## src/rtl/fetch_unit.sv

```systemverilog
// Instruction fetch unit: issues word fetches from a PC, keeps a 2-entry in-order response
// buffer and flushes/drops in-flight data on redirect. Macro FETCH_MISALIGN_TRAP_EN adds the trap.
module fetch_unit #(
    parameter logic [31:0] RESET_PC = 32'h0000_0000
) (
    input  logic        clk,
    input  logic        reset,
    input  logic [31:0] redirect_addr,
    input  logic        redirect_en,
    output logic        imem_req,
    output logic [31:0] imem_addr,
    input  logic        imem_gnt,
    input  logic        imem_rvalid,
    input  logic [31:0] imem_rdata,
    output logic        inst_valid,
    output logic [31:0] inst_pc,
    output logic [31:0] inst_data,
    input  logic        inst_ready,
    output logic        fetch_fault
);

    typedef enum logic [0:0] {StRun, StHalt} state_e;

    state_e      state_q, state_d;
    logic [31:0] fpc_q, fpc_d;
    logic [31:0] rpc_q, rpc_d;
    logic [1:0]  outstanding_q, outstanding_d;
    logic [1:0]  drop_q, drop_d;
    logic [1:0]  count_q, count_d;
    logic [31:0] buf0_pc_q, buf0_pc_d, buf0_data_q, buf0_data_d;
    logic [31:0] buf1_pc_q, buf1_pc_d, buf1_data_q, buf1_data_d;

    logic [31:0] target;
    logic        misaligned;
    logic        grant;
    logic        resp;
    logic        dropping;
    logic        push;
    logic        pop;
    logic        wr_slot;
    logic [2:0]  occupancy;

    // Redirect targets are always word aligned on the fetch side.
    assign target = redirect_addr & 32'hFFFF_FFFC;

`ifdef FETCH_MISALIGN_TRAP_EN
    logic fault_q, fault_d;

    assign misaligned  = redirect_en && (redirect_addr[1:0] != 2'b00);
    assign fetch_fault = fault_q;

    always_comb begin
        fault_d = fault_q;
        if (misaligned) begin
            fault_d = 1'b1;
        end
    end

    always_ff @(posedge clk) begin
        if (reset) begin
            fault_q <= 1'b0;
        end else begin
            fault_q <= fault_d;
        end
    end
`else
    assign misaligned  = 1'b0;
    assign fetch_fault = 1'b0;
`endif

    assign inst_valid = (count_q != 2'd0);
    assign inst_pc    = buf0_pc_q;
    assign inst_data  = buf0_data_q;
    assign imem_addr  = fpc_q;

    assign pop      = inst_valid && inst_ready;
    // Responses with nothing outstanding (stale, pre-reset) are ignored.
    assign resp     = imem_rvalid && (outstanding_q != 2'd0);
    assign dropping = (drop_q != 2'd0);
    assign push     = resp && !dropping && !redirect_en;

    // A pop this cycle frees a slot before any response to a new request can arrive.
    assign occupancy = {1'b0, outstanding_q} + {1'b0, count_q} - {2'b00, pop};

    assign imem_req = !reset && (state_q == StRun) && !redirect_en && (occupancy < 3'd2);
    assign grant    = imem_req && imem_gnt;

    always_comb begin
        state_d = state_q;
        if (misaligned) begin
            state_d = StHalt;
        end
    end

    always_comb begin
        fpc_d         = fpc_q;
        rpc_d         = rpc_q;
        outstanding_d = outstanding_q;
        drop_d        = drop_q;

        unique case ({grant, resp})
            2'b10:   outstanding_d = outstanding_q + 2'd1;
            2'b01:   outstanding_d = outstanding_q - 2'd1;
            default: outstanding_d = outstanding_q;
        endcase

        if (redirect_en) begin
            fpc_d  = target;
            rpc_d  = target;
            drop_d = outstanding_q - {1'b0, resp};
        end else begin
            if (grant) begin
                fpc_d = fpc_q + 32'd4;
            end
            // Non-dropped responses are sequential from the last redirect target.
            if (push) begin
                rpc_d = rpc_q + 32'd4;
            end
            if (resp && dropping) begin
                drop_d = drop_q - 2'd1;
            end
        end
    end

    always_comb begin
        count_d     = count_q;
        buf0_pc_d   = buf0_pc_q;
        buf0_data_d = buf0_data_q;
        buf1_pc_d   = buf1_pc_q;
        buf1_data_d = buf1_data_q;
        wr_slot     = pop ? (count_q == 2'd2) : (count_q != 2'd0);

        if (redirect_en) begin
            count_d = 2'd0;
        end else begin
            if (pop) begin
                buf0_pc_d   = buf1_pc_q;
                buf0_data_d = buf1_data_q;
            end
            if (push) begin
                if (wr_slot) begin
                    buf1_pc_d   = rpc_q;
                    buf1_data_d = imem_rdata;
                end else begin
                    buf0_pc_d   = rpc_q;
                    buf0_data_d = imem_rdata;
                end
            end
            count_d = count_q + {1'b0, push} - {1'b0, pop};
        end
    end

    always_ff @(posedge clk) begin
        if (reset) begin
            state_q       <= StRun;
            fpc_q         <= RESET_PC;
            rpc_q         <= RESET_PC;
            outstanding_q <= 2'd0;
            drop_q        <= 2'd0;
            count_q       <= 2'd0;
        end else begin
            state_q       <= state_d;
            fpc_q         <= fpc_d;
            rpc_q         <= rpc_d;
            outstanding_q <= outstanding_d;
            drop_q        <= drop_d;
            count_q       <= count_d;
        end
    end

    // Buffer payload is qualified by count_q, so it needs no reset.
    always_ff @(posedge clk) begin
        buf0_pc_q   <= buf0_pc_d;
        buf0_data_q <= buf0_data_d;
        buf1_pc_q   <= buf1_pc_d;
        buf1_data_q <= buf1_data_d;
    end

endmodule

```

## config.mk

```make
export PLATFORM = sky130hd
export DESIGN_NAME = fetch_unit
export DESIGN_NICKNAME = d
export VERILOG_FILES = /design/src/rtl/fetch_unit.sv
export SDC_FILE = /design/constraint.sdc
export NUM_CORES = 1
export LEC_CHECK = 0
export ABC_AREA = 1
export ABC_CLOCK_PERIOD_IN_PS = 4200
export BUFFER_PORTS_ARGS = -buffer_cell sky130_fd_sc_hd__buf_4
export CAP_MARGIN = 20
export CELL_PAD_IN_SITES_DETAIL_PLACEMENT = 1
export CELL_PAD_IN_SITES_GLOBAL_PLACEMENT = 1
export CORE_MARGIN = 3
export CORE_UTILIZATION = 38
export CTS_CLUSTER_DIAMETER = 120
export DETAILED_ROUTE_END_ITERATION = 10
export GPL_ROUTABILITY_DRIVEN = 0
export PLACE_DENSITY = 0.77
export SLEW_MARGIN = 20
export SYNTH_ARGS = -nofsm -noshare
export SYNTH_HDL_FRONTEND = slang
export SYNTH_SLANG_ARGS = --single-unit
```

## constraint.sdc

```tcl
create_clock -name clk -period 4.2 [get_ports clk]
set_input_delay 0.42 -clock clk [delete_from_list [all_inputs] [get_ports clk]]
set_output_delay 0.42 -clock clk [all_outputs]
set_load 0.05 [all_outputs]
```

==> insert_results.sql <==
INSERT INTO impl_metrics (metric_group, metric, value, unit) VALUES
('critical_path', 'timing.critical_path.from', 'count_q[0]', ''),
('critical_path', 'worstSetupPathDepth', '13', ''),
('yosys', 'synth_xor_area_share', '1.08', '%'),
('floorplanning', 'placeableCoreArea', '24700', 'µm²'),
('yosys', 'unique_masters_post_synth', '36', ''),
('critical_path', 'worstPathBufferInverterCount', '4', ''),
('critical_path', 'crit-reg2reg-launch', 'count_q[0]', ''),
('yosys', 'post_synthesis_sequential_element_count', '192', ''),
('run', 'max_capacitance_violation_total', '0', ''),
('clock_network', 'root_buffer', 'clkbuf_16', ''),
('yosys', 'yosysWarnings', '0', ''),
('power', 'ir_drop', '278', 'µV'),
('clock_network', 'cts_sinks', '192', ''),
('yosys', 'largest_family_of_logic_cells_by_synthesized_area', 'simple AND/OR/NAND/NOR gates', ''),
('sta', 'setup_viol', '0', ''),
('power', 'powerDensity', '403', 'nW/µm²'),
('clock_network', 'worst_skew_pair.late_latency', '0.44', 'ns'),
('drt', 'ant_nets_after_route', '0', ''),
('yosys', 'synthFlopType', 'edfxtp_1', ''),
('critical_path', 'critical_path_source_type', 'flip-flop', ''),
('sta', 'fin_setup_tns', '0', 'ns'),
('sta', 'timing.max_slew.rel_slack', '44.2', '%'),
('yosys', 'syn-instance-count', '1202', ''),
('drt', 'drcViolationCount', '0', ''),
('clock_network', 'cts_tree', 'done', ''),
('finish', 'syn2layout_area_growth', '20.5', '%'),
('sta', 'fmaxAchievable', '347', 'MHz'),
('clock_network', 'h-tree-depth', '4', ''),
('floorplanning', 'die_area', '27500', 'µm²'),
('yosys', 'synth-seq-area-share', '52.6', '%'),
('clock_network', 'cts_hold_buf', '0', ''),
('critical_path', 'worst-r2r-cell-count', '13', ''),
('run_status', 'outcome', 'finished, final reports clean', ''),
('critical_path', 'cp_cell_sequence', 'nor2_1 > nor2_4 > inv_2 > or2_2 > inv_1 > fa_1 > inv_1 > nor2_2 > nand3_2 > nand2_2 > inv_2 > a21oi_1 > a21oi_1', ''),
('yosys', 'compound_gate_fraction_of_synth_area', '11.9', '%'),
('sta', 'rsz0062_at_grt', 'false', ''),
('yosys', 'netlist_area', '9700', 'µm²'),
('critical_path', 'cp_max_fo', '33', ''),
('clock_network', 'cts-resized-gates', '0', ''),
('critical_path', 'crit_slowest_cell', 'nand2_2', ''),
('yosys', 'top_cells_by_area_in_the_synthesized_netlist', 'edfxtp_1, nand2_1, dfxtp_1', ''),
('drt', 'routedWlPerCell', '17.4', 'µm'),
('drt', 'drt_pre_antenna_iters', '4', ''),
('worst_hold_path', 'worstHoldPathType', 'input port to flip-flop', ''),
('clock_network', 'cts_buffers', '17', ''),
('yosys', 'netlist.top_cell.by_area', 'edfxtp_1', ''),
('sta', 'timing_worst_slew_pin_value', '0.837', 'ns'),
('critical_path', 'worst-r2r-setup-slack', '1.31', 'ns'),
('yosys', 'async_reset_ff_share', '0', '%'),
('finish', 'post-route-util', '47.4', '%'),
('floorplanning', 'die_x', '166', 'µm'),
('yosys', 'syn_area_per_cell', '8.07', 'µm²'),
('sta', 'post-route-period-util', '68.7', '%'),
('critical_path', 'r2r_end', 'imem_addr[29]', ''),
('power', 'leakage_power_figure', '4.70', 'nW'),
('critical_path', 'critical_setup_path_class', 'flip-flop to flip-flop', ''),
('floorplanning', 'fp-row-count', '57', ''),
('yosys', 'synth_edf_count', '126', ''),
('clock_network', 'cts_post_setup_buffers_inserted', '0', ''),
('global_route', 'antenna_found_initial', '0', ''),
('drt', 'via_count', '8737', ''),
('yosys', 'synth_most_common_cell', 'nand2_1', ''),
('finish', 'drive_gt1_share', '16.8', '%'),
('clock_network', 'cts_max_path_buffers', '2', ''),
('sta', 'hold_violations', '0', ''),
('critical_path', 'critical_path_data_required_time', '4.53', 'ns'),
('floorplanning', 'initial_utilization', '39.3', '%'),
('drt', 'totalWireLength', '29200', 'µm'),
('critical_path', 'timing.critical_path.max_delay_family', 'simple AND/OR/NAND/NOR gates', ''),
('global_route', 'grt_max_degree', '66', ''),
('placement', 'detailedPlacementHpwl', '20500', 'µm');
==> layout by cell type (no fill, tap or decap), drive strengths merged, types with 3 or more instances in the layout <==
cell type	netlist	routed
inv	95	102
clkinv	2	8
nand2	380	380
buf	35	172
xor2	6	6
nand4	7	7
o22ai	6	6
and2	3	3
o21bai	6	6
or2	3	3
clkbuf	19	18
nor2	169	169
a21oi	62	62
xnor2	6	6
o21ai	53	53
nand3b	3	3
dfxtp	66	66
ha	7	7
conb	1	3
edfxtp	126	126
nand3	67	67
o211ai	4	4
a31oi	74	74
==> cell families after synthesis <==
family | count (synthesis)
flip-flops | 192
buffers and inverters | 151
adder cells (fa/ha/maj) | 8
XOR/XNOR | 12
other | 1
AO/OA/AOI/OAI | 205
AND/OR/NAND/NOR | 633
==> state kept, by name, indices dropped and copies added, names as in the netlist <==
signal	count
count_q	2
rpc_q	30
drop_q	2
imem_addr	30
outstanding_q	2
buf1_pc_q	30
buf1_data_q	32
inst_data	32
inst_pc	32
==> area by class of cell <==
cell class / count / area (µm²)
fillers: 3009 / 13000
flip-flops and latches: 192 / 5100
multi-input cells: 861 / 3960
repair buffers: 172 / 1290
clock buffers: 18 / 429
well taps: 324 / 405
inverters: 97 / 365
clock inverters: 14 / 140
==> worst min-delay path by stage <==
stage | start | to | slack (ns) | depth (start not counted)
detailed placement | outstanding_q[1] | outstanding_q[1] | 0.50 | 1
global route | imem_rdata[3] | buf1_data_q[3] | 0.15 | 1
global placement | outstanding_q[1] | outstanding_q[1] | 0.48 | 1
CTS | imem_rdata[27] | buf1_data_q[27] | 0.14 | 1
floorplan | outstanding_q[1] | outstanding_q[1] | 0.47 | 1
finish | imem_rdata[27] | buf1_data_q[27] | 0.16 | 1
==> report_power, final <==
group	switching, mW	total, mW	internal, mW
sequential	0.111	2.25	2.14
combinational	0.605	0.874	0.269
clock	0.793	1.58	0.790
==> layer usage <==
metal  up-vias  GRT usage (%)  wire length (µm)
met3        20           3.14              1150
met2       205           35.1             13900
met5         -              0                 0
li1       4286              -                 -
met4         0           5.06               341
met1      4226           28.8             13800
==> metrics by stage <==
stage / setup WS [ns] / power (mW) / cells / hold slack, ns / cell area (µm²)
finish: 1.31 / 4.71 / 1678 / 0.164 / 11700
global route: 0.990 / 4.91 / 1678 / 0.148 / 11700
CTS: 1.26 / 4.76 / 1678 / 0.140 / 11700
detailed placement: 1.26 / 3.17 / 1646 / 0.497 / 11100
global placement: 1.32 / 3.14 / 1646 / 0.484 / 11100
floorplan: 0.258 / 2.87 / 1204 / 0.466 / 9710
(Power assumes the default switching activity.)
